$ cat config.mk
export PLATFORM = sky130hd
export DESIGN_NAME = block_transmit_sd
export DESIGN_NICKNAME = d
export VERILOG_FILES = /design/src/rtl/block_transmit_sd.sv
export SDC_FILE = /design/constraint.sdc
export NUM_CORES = 1
export LEC_CHECK = 0
export ABC_CLOCK_PERIOD_IN_PS = 3600
export CAP_MARGIN = 0
export CORE_UTILIZATION = 55
export CTS_BUF_LIST = sky130_fd_sc_hd__clkbuf_8
export DETAILED_ROUTE_END_ITERATION = 12
export MAX_ROUTING_LAYER = met4
export PLACE_DENSITY = 0.75
export SLEW_MARGIN = 20
export SYNTH_ARGS = -nofsm -noshare
export SYNTH_HDL_FRONTEND = slang
export SYNTH_SLANG_ARGS = --single-unit
$ cat constraint.sdc
create_clock -name clk400 -period 3.6 [get_ports clk400]
set_clock_uncertainty 0.15 [all_clocks]
set_input_delay 0.36 -clock clk400 [delete_from_list [all_inputs] [get_ports clk400]]
set_output_delay 0.36 -clock clk400 [all_outputs]
set_load 0.02 [all_outputs]
$ cat src/rtl/block_transmit_sd.sv
// block_transmit_sd: sends one 512-byte block from the SDCard word cache to the
// card over MOSI in SPI mode. The frame is gap, start token, data, then CRC16.
// Afterwards it reads the card's data-response token and waits out the busy period.
module block_transmit_sd #(
    parameter int respTimeout = 64
) (
    input  logic        clk400,
    input  logic        reset,
    input  logic        enable,
    input  logic        SDin,
    input  logic [15:0] cacheValue,
    output logic        SDout,
    output logic [7:0]  cacheAddress,
    output logic        busy,
    output logic        done,
    output logic        error,
    output logic [2:0]  status
);

    typedef enum logic [2:0] {
        IDLE,
        GAP,
        TOKEN,
        DATA,
        CRC,
        RESP,
        BUSY,
        DONE
    } state_t;

    localparam logic [11:0] RESP_LAST = 12'(respTimeout - 1);
    localparam logic [15:0] CRC_POLY  = 16'h1021;

    state_t      state;
    logic [11:0] count;
    logic [15:0] shifter;
    logic [15:0] crc;
    logic        resp_started;
    logic        tx_bit;
    logic        crc_feedback;
    logic [15:0] crc_next;

    // Next CRC16-CCITT value when the current data bit goes out on the wire
    always_comb begin
        crc_feedback = crc[15] ^ shifter[15];
        crc_next     = {crc[14:0], 1'b0} ^ (crc_feedback ? CRC_POLY : 16'h0000);
    end

    // Select the MOSI bit for the current cycle; the line idles high outside the frame
    always_comb begin
        tx_bit = 1'b1;
        case (state)
            TOKEN:   tx_bit = (count[2:0] != 3'd7);
            DATA:    tx_bit = shifter[15];
            CRC:     tx_bit = crc[15];
            default: tx_bit = 1'b1;
        endcase
    end

    // Main transmit/response sequencer with registered outputs
    always_ff @(posedge clk400 or posedge reset) begin
        if (reset) begin
            state        <= IDLE;
            count        <= '0;
            shifter      <= '0;
            crc          <= '0;
            resp_started <= 1'b0;
            cacheAddress <= '0;
            busy         <= 1'b0;
            done         <= 1'b0;
            error        <= 1'b0;
            status       <= '0;
        end else begin
            done <= 1'b0;
            case (state)
                IDLE: begin
                    if (enable) begin
                        error        <= 1'b0;
                        status       <= '0;
                        crc          <= '0;
                        cacheAddress <= '0;
                        count        <= '0;
                        busy         <= 1'b1;
                        state        <= GAP;
                    end
                end

                GAP: begin
                    if (count == 12'd7) begin
                        count <= '0;
                        state <= TOKEN;
                    end else begin
                        count <= count + 12'd1;
                    end
                end

                TOKEN: begin
                    if (count == 12'd7) begin
                        shifter      <= cacheValue;
                        cacheAddress <= 8'd1;
                        count        <= '0;
                        state        <= DATA;
                    end else begin
                        count <= count + 12'd1;
                    end
                end

                DATA: begin
                    crc <= crc_next;
                    if (count == 12'd4095) begin
                        count <= '0;
                        state <= CRC;
                    end else begin
                        count <= count + 12'd1;
                        if (count[3:0] == 4'd15) begin
                            shifter <= cacheValue;
                            if (cacheAddress != 8'd255) begin
                                cacheAddress <= cacheAddress + 8'd1;
                            end
                        end else begin
                            shifter <= {shifter[14:0], 1'b0};
                        end
                    end
                end

                CRC: begin
                    crc <= {crc[14:0], 1'b0};
                    if (count == 12'd15) begin
                        count        <= '0;
                        resp_started <= 1'b0;
                        state        <= RESP;
                    end else begin
                        count <= count + 12'd1;
                    end
                end

                RESP: begin
                    if (!resp_started) begin
                        if (!SDin) begin
                            resp_started <= 1'b1;
                            count        <= '0;
                        end else if (count == RESP_LAST) begin
                            status <= 3'b111;
                            error  <= 1'b1;
                            count  <= '0;
                            done   <= 1'b1;
                            state  <= DONE;
                        end else begin
                            count <= count + 12'd1;
                        end
                    end else begin
                        if (count == 12'd3) begin
                            error        <= (status != 3'b010);
                            resp_started <= 1'b0;
                            count        <= '0;
                            state        <= BUSY;
                        end else begin
                            status <= {status[1:0], SDin};
                            count  <= count + 12'd1;
                        end
                    end
                end

                BUSY: begin
                    if (SDin) begin
                        count <= '0;
                        done  <= 1'b1;
                        state <= DONE;
                    end
                end

                DONE: begin
                    count <= '0;
                    busy  <= 1'b0;
                    state <= IDLE;
                end

                default: begin
                    count <= '0;
                    busy  <= 1'b0;
                    state <= IDLE;
                end
            endcase
        end
    end

    // MOSI changes on the falling edge so the card sees a stable bit at the next rising edge
    always_ff @(negedge clk400 or posedge reset) begin
        if (reset) begin
            SDout <= 1'b1;
        end else begin
            SDout <= tx_bit;
        end
    end

endmodule

==> results of run 1 <==
## worst max-delay path by stage
stage | from | end | slack, ns | depth (start not counted)
floorplan | reset | SDout | 0.09 | 1
global placement | SDout | SDout | 0.21 | 1
detailed placement | SDout | SDout | 0.21 | 1
CTS | SDout | SDout | 0.07 | 1
global route | SDout | SDout | 0.04 | 1
finish | SDout | SDout | 0.08 | 1
## sequential cells by signal, indices dropped and copies added, names as in the netlist
name / count
cacheAddress: 8
SDout: 1
crc: 16
done: 1
error: 1
count: 12
resp_started: 1
busy: 1
shifter: 16
status: 3
state: 3
## cells by family after synthesis
logic type / after synthesis
xor gates and xnor gates: 6
buffers and inverters: 27
adders and majority gates: 3
AOI/OAI and AO/OA: 86
muxes: 33
and+or+nand+nor: 98
DFF: 63
## through the flow
step	hold WS, ns	cells	setup WS (ns)	utilization, %	power [W]
final	0.344	431	0.0784	69.8	0.00339
after floorplan	0.297	316	0.0930	-	0.00228
after global placement	0.318	415	0.213	65.6	0.00257
after global routing	0.372	431	0.0420	69.8	0.00361
after CTS	0.346	431	0.0699	69.8	0.00339
after detailed placement	0.327	415	0.211	65.6	0.00262
## power groups by stage
stage	Combinational, W	Sequential, W	Clock, W
finish	0.00152	0.00111	0.000761
global route	0.00167	0.00114	0.000801
CTS	0.00151	0.00111	0.000769
detailed placement	0.00150	0.00112	0.00000348
global placement	0.00147	0.00110	0.00000348
floorplan	0.00118	0.00110	0.00000348
## worst register-to-register path: stages (launching register included)
cell and delay [ns]:
dfrtp_1 0.41, ha_1 0.27, ha_1 0.21, inv_1 0.08
mux2i_1 0.08, a21oi_1 0.17
## final cells by class
| type | count | area (um^2) |
|---|---|---|
| clock buffers | 9 | 124 |
| inverters | 11 | 41.3 |
| well taps | 72 | 90.1 |
| flip-flops and latches | 63 | 1580 |
| clock inverters | 8 | 123 |
| fillers | 416 | 1710 |
| multi-input cells | 226 | 1610 |
| repair buffers | 42 | 399 |
## cells in the mapped netlist, types with 4 or more instances
cell	number	share of area, %
dfrtp_1	62	47
nand2_1	27	3.1
nor2_1	19	2.1
a22o_1	17	4.5
o21ai_0	17	2.6
nand3_1	15	2.3
mux2_2	14	4.7
inv_1	12	1.4
a21oi_1	10	1.5
mux2_4	9	4.1
nor3_1	8	1.2
nand4_1	7	1.3
a21o_1	6	1.4
and3_1	6	1.1
clkbuf_1	6	0.68
mux2_1	6	2.0
buf_2	5	0.75
o211ai_1	5	1.1
mux2i_1	4	1.2
nand2b_1	4	0.75
o31ai_1	4	0.90
xnor2_1	4	1.1
## layer usage
layer,vias to the layer above,routed length (um)
met5,-,0
met1,1306,3380
met3,7,265
li1,1258,-
met4,0,93
met2,55,3400
==> metrics.md, run 1 <==
| Metric | Value |
|---|---|
| Post-synthesis simple-gate area fraction | 14.9% |
| RSZ-0062 raised after global routing | false |
| Switching Share | 38.2% |
| Relative max-transition margin | 49.1% |
| Largest stage delay, worst path | 0.50 ns |
| Pwr dens | 855 nW/um^2 |
| Layout cells sized above 1 | 15.3% |
| Sum Neg Setup Slack | 0 ns |
| Crit Path Max Fanout | 1 |
| Die X | 79.7 um |
| Post-synth EDFFs | 0 |
| Placed inst area | 3720 um^2 |
| RePlAce Congestion | 0.886 |
| Critical Path AT | 3.01 ns |
| Mapped Area | 3320 um^2 |
| GRT Overall Usage | 25.6% |
| DIE AREA | 6350 um^2 |
| Most Crowded Layer GR | met2 |
| Row count | 27 |
| Largest family of logic cells by synthesized area | compound AO/OA/AOI/OAI gates |
| Seq/Total Area, Yosys | 47.5% |
| Compound-gate portion of the synthesized area | 18.8% |
| Fin area | 3960 um^2 |
| First-pass GRT wire length | 11.9 mm |
| Setup violations, final | 0 |
| Post-Syn Nets | 339 |
| Type of origin of the critical path | flop |
| Reg power frac | 32.7% |
| Most frequent cells in the layout | dfrtp_1, clkdlybuf4s50_1, nand2_1, nor2_1 |
| Die H | 79.7 um |
| Diodes inserted | 0 |
| Netlist cell types | 56 |
| PostCTS Resize Cnt | 1 |
| Clock Tree Buf Depth | 2 |
| Vias in the first global route | 2435 |
| Max-cap viol count | 0 |
| Clk_lat worst skew | 0.35 ns |
| WL/cell | 16.6 um |
| Largest net degree at the start of global routing | 63 |
| P&R area growth vs syn | 19.4% |
| Final Hold Viols | 0 |
| I/O pins | 35 |
| IO buf count | 34 |
| Crit-path leading delay family | flip-flops |
| Hold Crit Start | shifter[13] |
| TritonCTS clock tree | built |
| Int Pwr | 0.00209 W |
| Pleak | 1.80 nW |
| Number of nets with antenna violations after routing | 0 |
| M1 GR Usage | 34.0% |
| #FFs+latches synth | 63 |
| Vias per cell | 6.09 |
| Crit-path slowest cell | dfstp_2 |
| Peak VDD IR | 0.000463 V |
| CTS clk-pin slew, worst paths | 0.08 ns |
| Worst-path cell chain | dlygate4sd2_1 |
| CTS H-tree lvls | 3 |
| NetSw | 0.00129 W |
| Setup Buffers After CTS | 0 |
| Critical Path End Type | output pin |
| Top_reg_cell synth | dfrtp_1 |
| Outcome | completed |
| Post-Synth XOR/XNOR Area | 1.58% |
| Cell depth of the worst hold path | 1 |
| Commonest non-fill, non-tap cell in the layout | dfrtp_1 |
| Worst EP required | 3.09 ns |
| Met3 Usage GRT | 4.46% |
| Synth warn | 0 |
| WP buf/inv | 1 |
| Slew @ Worst Pin | 0.764 ns |
| Starting Density | 58.5% |
| FF-to-FF End | SDout |
| CTS Sinks | 63 |
| Ys async rst share | 100% |
| Adder-Cell Fraction of Synth Area | 1.13% |
| Placed wire-length estimate | 4.95 mm |
| Multiplexer share of the synthesized area | 12.1% |
| Hold Path Class | reg2reg |
| Max-slew violations | 0 |
| Via count | 2626 |
| CTS buffer count | 9 |
| Met2 GRT Util | 39.1% |
| Clock power frac | 22.4% |
| Mapped Cells | 316 |
| DRC Markers | 0 |
| Post-CTS Hold Buffers | 0 |
| DRT Wirelength | 7.14 mm |
| R2r setup slk | 0.42 ns |
| FF-to-FF Start | count[0] |
| Syn_area_per_cell | 10.5 um^2 |
| Share of total power in combinational logic | 44.9% |
| Core Region | 5680 um^2 |
| Setup Crit Path Kind | reg2out |
| GRT Residual Overflow | 0 |
| Worst Hold Path EP | shifter[13] |
| Layout Nets | 377 |
| Register-to-Register Path Depth | 5 |
| DR iter-0 viols | 201 |
| First drt pass iteration count | 4 |
| Clock Tree Root | clkbuf_8 |
| Initial antenna violation count | 0 |
Power figures use the tool's default switching activity.
==> run 2, diff against run 1 <==
--- a/config.mk
+++ b/config.mk
@@ -9,6 +9,7 @@
 export CAP_MARGIN = 0
 export CORE_UTILIZATION = 55
 export CTS_BUF_LIST = sky130_fd_sc_hd__clkbuf_8
+export CTS_CLUSTER_DIAMETER = 30
 export DETAILED_ROUTE_END_ITERATION = 12
 export MAX_ROUTING_LAYER = met4
 export PLACE_DENSITY = 0.75
==> results of run 2 <==
Final layout, timing and power as in run 1 (identical DEF).
